## config.mk

```make
export PLATFORM = sky130hd
export DESIGN_NAME = mem_port_arbiter_flat
export DESIGN_NICKNAME = d
export VERILOG_FILES = /design/src/rtl/mem_port_arbiter_pkg.sv /design/src/rtl/mem_port_arbiter_if.sv /design/src/rtl/mem_port_arbiter_rr_pick3.sv /design/src/rtl/mem_port_arbiter.sv /design/src/flat_wrapper.sv
export SDC_FILE = /design/constraint.sdc
export NUM_CORES = 1
export LEC_CHECK = 0
export CORE_AREA = 8 8 247 249
export CTS_CLUSTER_DIAMETER = 50
export DETAILED_ROUTE_END_ITERATION = 6
export DIE_AREA = 0 0 255 257
export HOLD_SLACK_MARGIN = 0.12
export SLEW_MARGIN = 20
export SYNTH_ARGS = -nofsm -noshare
export SYNTH_HDL_FRONTEND = slang
export SYNTH_SLANG_ARGS = --single-unit
```

## constraint.sdc

```tcl
create_clock -name clock -period 5.2 [get_ports clock]
set_input_delay 0.78 -clock clock [delete_from_list [all_inputs] [get_ports clock]]
set_output_delay 0.78 -clock clock [all_outputs]
set_load 0.02 [all_outputs]
```

## src/rtl/mem_port_arbiter_pkg.sv

```systemverilog
// ------------------------------------------------------------------
// mem_arb_pkg : shared types and indices for mem_port_arbiter. Rev 1.0
// ------------------------------------------------------------------
`default_nettype none

package mem_arb_pkg;

  typedef enum logic [1:0] {
    IDLE   = 2'd0,
    ACCESS = 2'd1,
    DONE   = 2'd2
  } arb_state_t;

  localparam int REQ_DATA  = 0;
  localparam int REQ_FETCH = 1;
  localparam int REQ_DBG   = 2;
  localparam int NUM_REQ   = 3;

  // Successor in the 0->1->2->0 ring; code 3 never occurs but maps to 0.
  function automatic logic [1:0] rr_next(input logic [1:0] idx);
    return (idx >= 2'd2) ? 2'd0 : idx + 2'd1;
  endfunction

endpackage

`default_nettype wire

```

## src/rtl/mem_port_arbiter_if.sv

```systemverilog
// ------------------------------------------------------------------
// mem_port_arbiter_if : requester and memory-side bus bundle. Rev 1.0
// ------------------------------------------------------------------
`default_nettype none

interface mem_port_arbiter_if
  import mem_arb_pkg::*;
#(
  parameter int ADDR_W = 64,
  parameter int DATA_W = 64
);

  logic [NUM_REQ-1:0] req;
  logic [NUM_REQ-1:0] we;
  logic [ADDR_W-1:0]  addr0;
  logic [ADDR_W-1:0]  addr1;
  logic [ADDR_W-1:0]  addr2;
  logic [DATA_W-1:0]  wdata0;
  logic [DATA_W-1:0]  wdata1;
  logic [DATA_W-1:0]  wdata2;
  logic [NUM_REQ-1:0] ack;
  logic [DATA_W-1:0]  rdata;
  logic               mem_en;
  logic               mem_we;
  logic [ADDR_W-1:0]  mem_addr;
  logic [DATA_W-1:0]  mem_wdata;
  logic [DATA_W-1:0]  mem_rdata;
  logic               busy;
  logic [1:0]         grant_id;

  modport slave (
    input  req, we, addr0, addr1, addr2, wdata0, wdata1, wdata2, mem_rdata,
    output ack, rdata, mem_en, mem_we, mem_addr, mem_wdata, busy, grant_id
  );

  modport master (
    output req, we, addr0, addr1, addr2, wdata0, wdata1, wdata2, mem_rdata,
    input  ack, rdata, mem_en, mem_we, mem_addr, mem_wdata, busy, grant_id
  );

endinterface

`default_nettype wire

```

## src/rtl/mem_port_arbiter_rr_pick3.sv

```systemverilog
// ------------------------------------------------------------------
// rr_pick3 : combinational 3-way round-robin selector. Rev 1.0
// ------------------------------------------------------------------
`default_nettype none

module rr_pick3
  import mem_arb_pkg::*;
(
  input  logic [NUM_REQ-1:0] req,
  input  logic [1:0]         last,
  output logic               valid,
  output logic [1:0]         winner
);

  logic [1:0] w_c1;
  logic [1:0] w_c2;
  logic [1:0] w_c3;

  // Search order last+1, last+2, last: the previous winner ranks lowest.
  assign w_c1  = rr_next(last);
  assign w_c2  = rr_next(w_c1);
  assign w_c3  = rr_next(w_c2);
  assign valid = |req;

  always_comb begin
    winner = w_c1;
    if (req[w_c1])      winner = w_c1;
    else if (req[w_c2]) winner = w_c2;
    else if (req[w_c3]) winner = w_c3;
  end

endmodule

`default_nettype wire

```

## src/rtl/mem_port_arbiter.sv

```systemverilog
// ------------------------------------------------------------------
// mem_port_arbiter : serialises three requesters onto one memory port
// with fixed wait states and a one-cycle ack. Rev 1.0
// ------------------------------------------------------------------
`default_nettype none

module mem_port_arbiter
  import mem_arb_pkg::*;
#(
  parameter int ADDR_W      = 64,
  parameter int DATA_W      = 64,
  parameter int WAIT_STATES = 2
)(
  input  logic              clock,
  input  logic              reset,
  mem_port_arbiter_if.slave bus
);

  localparam int               CNT_W       = (WAIT_STATES > 0) ? $clog2(WAIT_STATES + 1) : 1;
  localparam logic [CNT_W-1:0] C_WAIT_LOAD = CNT_W'(WAIT_STATES);

  arb_state_t         r_state;
  logic [CNT_W-1:0]   r_cnt;
  logic [1:0]         r_last;
  logic [1:0]         r_grant;
  logic               r_mem_en;
  logic               r_mem_we;
  logic [ADDR_W-1:0]  r_mem_addr;
  logic [DATA_W-1:0]  r_mem_wdata;
  logic [DATA_W-1:0]  r_rdata;

  logic               w_valid;
  logic [1:0]         w_winner;
  logic               w_sel_we;
  logic [ADDR_W-1:0]  w_sel_addr;
  logic [DATA_W-1:0]  w_sel_wdata;
  logic [NUM_REQ-1:0] w_ack;

  rr_pick3 u_pick (
    .req    (bus.req),
    .last   (r_last),
    .valid  (w_valid),
    .winner (w_winner)
  );

  always_comb begin
    w_sel_we    = bus.we[w_winner];
    w_sel_addr  = bus.addr0;
    w_sel_wdata = bus.wdata0;
    case (w_winner)
      2'(REQ_DATA):  begin w_sel_addr = bus.addr0; w_sel_wdata = bus.wdata0; end
      2'(REQ_FETCH): begin w_sel_addr = bus.addr1; w_sel_wdata = bus.wdata1; end
      2'(REQ_DBG):   begin w_sel_addr = bus.addr2; w_sel_wdata = bus.wdata2; end
      default:       begin w_sel_addr = bus.addr0; w_sel_wdata = bus.wdata0; end
    endcase
  end

  always_ff @(posedge clock or negedge reset) begin
    if (!reset) begin
      r_state     <= IDLE;
      r_cnt       <= '0;
      r_last      <= 2'd2;
      r_grant     <= 2'd0;
      r_mem_en    <= 1'b0;
      r_mem_we    <= 1'b0;
      r_mem_addr  <= '0;
      r_mem_wdata <= '0;
      r_rdata     <= '0;
    end else begin
      case (r_state)
        IDLE: begin
          if (w_valid) begin
            r_grant     <= w_winner;
            r_last      <= w_winner;
            r_mem_en    <= 1'b1;
            r_mem_we    <= w_sel_we;
            r_mem_addr  <= w_sel_addr;
            r_mem_wdata <= w_sel_wdata;
            r_cnt       <= C_WAIT_LOAD;
            r_state     <= ACCESS;
          end
        end
        ACCESS: begin
          if (r_cnt != '0) begin
            r_cnt <= r_cnt - 1'b1;
          end else begin
            // Memory read data is valid only in the final strobe cycle.
            if (!r_mem_we) r_rdata <= bus.mem_rdata;
            r_mem_en <= 1'b0;
            r_mem_we <= 1'b0;
            r_state  <= DONE;
          end
        end
        DONE:    r_state <= IDLE;
        default: r_state <= IDLE;
      endcase
    end
  end

  always_comb begin
    w_ack = '0;
    if (r_state == DONE) w_ack[r_grant] = 1'b1;
  end

  assign bus.ack       = w_ack;
  assign bus.busy      = (r_state != IDLE);
  assign bus.rdata     = r_rdata;
  assign bus.mem_en    = r_mem_en;
  assign bus.mem_we    = r_mem_we;
  assign bus.mem_addr  = r_mem_addr;
  assign bus.mem_wdata = r_mem_wdata;
  assign bus.grant_id  = r_grant;

endmodule

`default_nettype wire

```

## src/flat_wrapper.sv

```systemverilog
// flat-port wrapper written by rule: the top's interface ports become plain ports
module mem_port_arbiter_flat import mem_arb_pkg::*;
#(
  parameter int ADDR_W      = 64,
  parameter int DATA_W      = 64,
  parameter int WAIT_STATES = 2
)
  (clock, reset, bus_req, bus_we, bus_addr0, bus_addr1, bus_addr2, bus_wdata0, bus_wdata1, bus_wdata2, bus_mem_rdata, bus_ack, bus_rdata, bus_mem_en, bus_mem_we, bus_mem_addr, bus_mem_wdata, bus_busy, bus_grant_id);
  mem_port_arbiter_if #(.ADDR_W(ADDR_W), .DATA_W(DATA_W)) bus_i ();
  input  logic clock;
  input  logic reset;
  input wire logic [$bits(bus_i.req)-1:0] bus_req;
  input wire logic [$bits(bus_i.we)-1:0] bus_we;
  input wire logic [$bits(bus_i.addr0)-1:0] bus_addr0;
  input wire logic [$bits(bus_i.addr1)-1:0] bus_addr1;
  input wire logic [$bits(bus_i.addr2)-1:0] bus_addr2;
  input wire logic [$bits(bus_i.wdata0)-1:0] bus_wdata0;
  input wire logic [$bits(bus_i.wdata1)-1:0] bus_wdata1;
  input wire logic [$bits(bus_i.wdata2)-1:0] bus_wdata2;
  input wire logic [$bits(bus_i.mem_rdata)-1:0] bus_mem_rdata;
  output wire logic [$bits(bus_i.ack)-1:0] bus_ack;
  output wire logic [$bits(bus_i.rdata)-1:0] bus_rdata;
  output wire logic [$bits(bus_i.mem_en)-1:0] bus_mem_en;
  output wire logic [$bits(bus_i.mem_we)-1:0] bus_mem_we;
  output wire logic [$bits(bus_i.mem_addr)-1:0] bus_mem_addr;
  output wire logic [$bits(bus_i.mem_wdata)-1:0] bus_mem_wdata;
  output wire logic [$bits(bus_i.busy)-1:0] bus_busy;
  output wire logic [$bits(bus_i.grant_id)-1:0] bus_grant_id;
  assign bus_i.req = bus_req;
  assign bus_i.we = bus_we;
  assign bus_i.addr0 = bus_addr0;
  assign bus_i.addr1 = bus_addr1;
  assign bus_i.addr2 = bus_addr2;
  assign bus_i.wdata0 = bus_wdata0;
  assign bus_i.wdata1 = bus_wdata1;
  assign bus_i.wdata2 = bus_wdata2;
  assign bus_i.mem_rdata = bus_mem_rdata;
  assign bus_ack = bus_i.ack;
  assign bus_rdata = bus_i.rdata;
  assign bus_mem_en = bus_i.mem_en;
  assign bus_mem_we = bus_i.mem_we;
  assign bus_mem_addr = bus_i.mem_addr;
  assign bus_mem_wdata = bus_i.mem_wdata;
  assign bus_busy = bus_i.busy;
  assign bus_grant_id = bus_i.grant_id;
  mem_port_arbiter #(.ADDR_W(ADDR_W), .DATA_W(DATA_W), .WAIT_STATES(WAIT_STATES)) u_core (.clock(clock), .reset(reset), .bus(bus_i));
endmodule
```

==> results_dict.tcl <==
set metrics [dict create \
    yosysWarnings 0 \
    syn_to_final_growth_pct 86.4 \
    cts_max_path_buffers 3 \
    p_leak_nw 7.12 \
    finalHoldViolations 0 \
    final_cells 2449 \
    antenna_found_initial 1 \
    r2r-end "u_core.bus.mem_addr[35]" \
    place_inst 2398 \
    postCtsSetupRepairBufs 0 \
    drv_slew 0 \
    crit_chain "clkdlybuf4s50_1, or3b_2, o311a_2, inv_1, ha_4, buf_4, a22oi_1, nor2_1, a21oi_1, o21ai_0" \
    ys_ff_latch 201 \
    viasPerCell 4.18 \
    start_kind "input port" \
    critical_path.top_delay_family "buffers and inverters" \
    crit_start "bus_req[1]" \
    crit_slowest_cell "ha_4" \
    crit_type "input port to flip-flop" \
    fp-row-count 88 \
    drive_gt1_share_pct 8.55 \
    crit_arrival_ns 3.60 \
    dr.pass1.iters 6 \
    setup-violations-final 0 \
    layout.nets 2122 \
    diodes 0 \
    wl_per_cell_um 18.8 \
    grt_usage_pct 13.1 \
    ctsRootBufferMaster "clkbuf_16" \
    cts_made_buffers 28 \
    crit_path_max_fanout 47 \
    port_buffers 655 \
    start_util_pct 17.1 \
    ys_async_sr_fraction_pct 100 \
    ys_seq_area_share_pct 51.6 \
    grt_overflow 0 \
    dp_hpwl_um 37500 \
    ys.flop_type "dfrtp_1" \
    drc 0 \
    avgSynthCellArea_um2 9.34 \
    tightest_slew_ns 0.826 \
    skew_ns 0.0119 \
    netlist_instances 1043 \
    period_share_pct 60.7 \
    core_um2 57000 \
    ir_drop_mv 0.269 \
    synth.area.top_cells "dfrtp_1 51%, a22oi_1 9.9%, a21oi_1 6.6%" \
    setup_tns_ns 0 \
    worstPathRequired_ns 5.65 \
    cts_tree "done" \
    synth_top_area_share_pct 51.4 \
    crit_path_end "u_core.bus.mem_wdata[53]" \
    synth_cell_types 38 \
    path_depth 10 \
    cp_num_buf_inv 3 \
    r2r_cells 8 \
    synth.net_count 1502 \
    cts.repair.resized 0 \
    period_minus_slack_ns 3.16 \
    drv_cap 0 \
    clock-sinks 201 \
    rsz0062_at_grt "no" \
    fillers 6013 \
    grt_pass1_vias 10900 \
    max_freq_mhz 317 \
    timing.rr.start "u_core.bus.grant_id[0]" \
    ctsHoldBuffers 0 \
    crit_path_end_kind "flip-flop" \
    synth_area_um2 9740 \
    power_density_nw_per_um2 594 \
    fp.dieArea_um2 65500 \
    worstHoldPathType "input port to asynchronous set/reset pin" \
    synth_edf_count 0 \
    synth_area_leader_cell "dfrtp_1" \
    h-tree-depth 1 \
    grt_pass1_wl_um 67200 \
    timing.final.ws_setup_ns 2.04 \
    hold_slack_ns 0.248 \
    cts.clk_slew.worst_paths_ns 0.06 \
    drt-total-wl_um 46100 \
    crit_path_max_incr_delay_ns 0.62 \
    vias 10200 \
    worstSkewPairLatency_ns 0.54 \
    slew_headroom_pct 44.9 \
    die_h_um 257 \
    ios 656 \
    ant_nets 0 \
    status "finished, final reports clean" \
    place_ws_ns 1.50 \
    r2r_slack_ns 2.35 \
    globalplace.congestion 0.918 \
    drt_iter0_drc 541 \
    totalPowerFinal_w 0.0108 \
    die_x_um 255 \
    grt_start_max_net_pins 103 \
]
-- cell families (layout without fill, tap and decap cells) --
family / count (synthesis) / count (layout) / share of synthesized area, %
buf+inv: 99 / 740 / 5.10
compound gates: 400 / 400 / 24.2
mux: 64 / 64 / 7.40
fa+ha+maj: 3 / 3 / 0.385
flops: 201 / 201 / 51.6
simple gates: 276 / 276 / 11.3
-- cell usage after synthesis, types with 3 or more instances --
master,n
a21oi_1,129
a22oi_1,128
buf_1,9
buf_2,15
buf_4,7
buf_6,9
clkbuf_1,42
clkbuf_2,10
dfrtp_1,200
ha_1,3
inv_1,6
mux2_1,10
mux2_2,54
nand2_1,133
nor2_1,129
o21ai_0,66
o21ai_1,66
-- stage by stage --
stage,util (%),instance area [µm²]
final,31.9,18200
after global routing,31.9,18200
after CTS,31.9,18200
after detailed placement,30.0,17100
after global placement,30.0,17100
after floorplan,-,9740
-- routing by layer --
metal	vias up	track usage [%]	wire (µm)
met3	69	4.23	4550
met2	476	23.5	22800
met1	4742	14.3	17100
met4	2	4.76	1600
met5	-	0	13
li1	4945	-	-
-- layout make-up --
| type | count | area (µm²) | share of cell area [%] |
|---|---|---|---|
| Clock buffer | 32 | 747 | 4.11 |
| Clock inverter | 19 | 304 | 1.67 |
| Inverter | 7 | 26.3 | 0.145 |
| Multi-Input combinational cell | 743 | 4250 | 23.4 |
| Sequential cell | 201 | 5030 | 27.7 |
| Tap cell | 765 | 957 | 5.27 |
| Timing Repair Buffer | 682 | 6850 | 37.7 |
-- where the power goes --
part | switching, W | internal, W
registers | 0.000418 | 0.00231
clock network | 0.000750 | 0.00138
logic | 0.00328 | 0.00265
-- placed cells by master (no fill, tap or decap), drive strengths merged --
master,count
clkbuf,32
or3b,2
buf,28
bufinv,7
clkdlybuf4s50,654
nand3,2
o21ai,134
o311a,1
ha,3
o21ba,1
dfrtp,200
or2,1
a21boi,1
nand3b,2
clkinvlp,5
o21a,1
nor2,130
nor4bb,2
nor3b,1
nand2,133
o21bai,1
a22oi,128
inv,10
a21o,1
nor4b,2
a32oi,1
dfstp,1
a21oi,129
o22ai,1
nand2b,1
clkinv,4
mux2,64
a311o,1
-- registers in the layout, indices dropped and copies added, names as in the netlist --
signal                cells
u_core.r_last             1
u_core.bus.rdata         64
u_core.bus.mem_addr      64
u_core.bus.grant_id       2
u_core.r_cnt              2
u_core.bus.mem_en         1
u_core.bus.mem_we         1
u_core.r_state            2
u_core.bus.mem_wdata     64
-- how the worst min path moves through the flow --
stage | start | to | slack, ns | cells past startpoint
after floorplan | u_core.r_cnt[0] | u_core.r_cnt[0] | 0.46 | 1
after global placement | u_core.bus.mem_wdata[35] | u_core.bus.mem_wdata[35] | 0.46 | 2
after detailed placement | u_core.bus.mem_wdata[59] | u_core.bus.mem_wdata[59] | 0.47 | 2
after CTS | reset | u_core.bus.rdata[56] | 0.27 | 1
after global routing | reset | u_core.bus.rdata[47] | 0.31 | 1
final | reset | u_core.bus.rdata[48] | 0.25 | 1
Power figures use the tool's default switching activity.
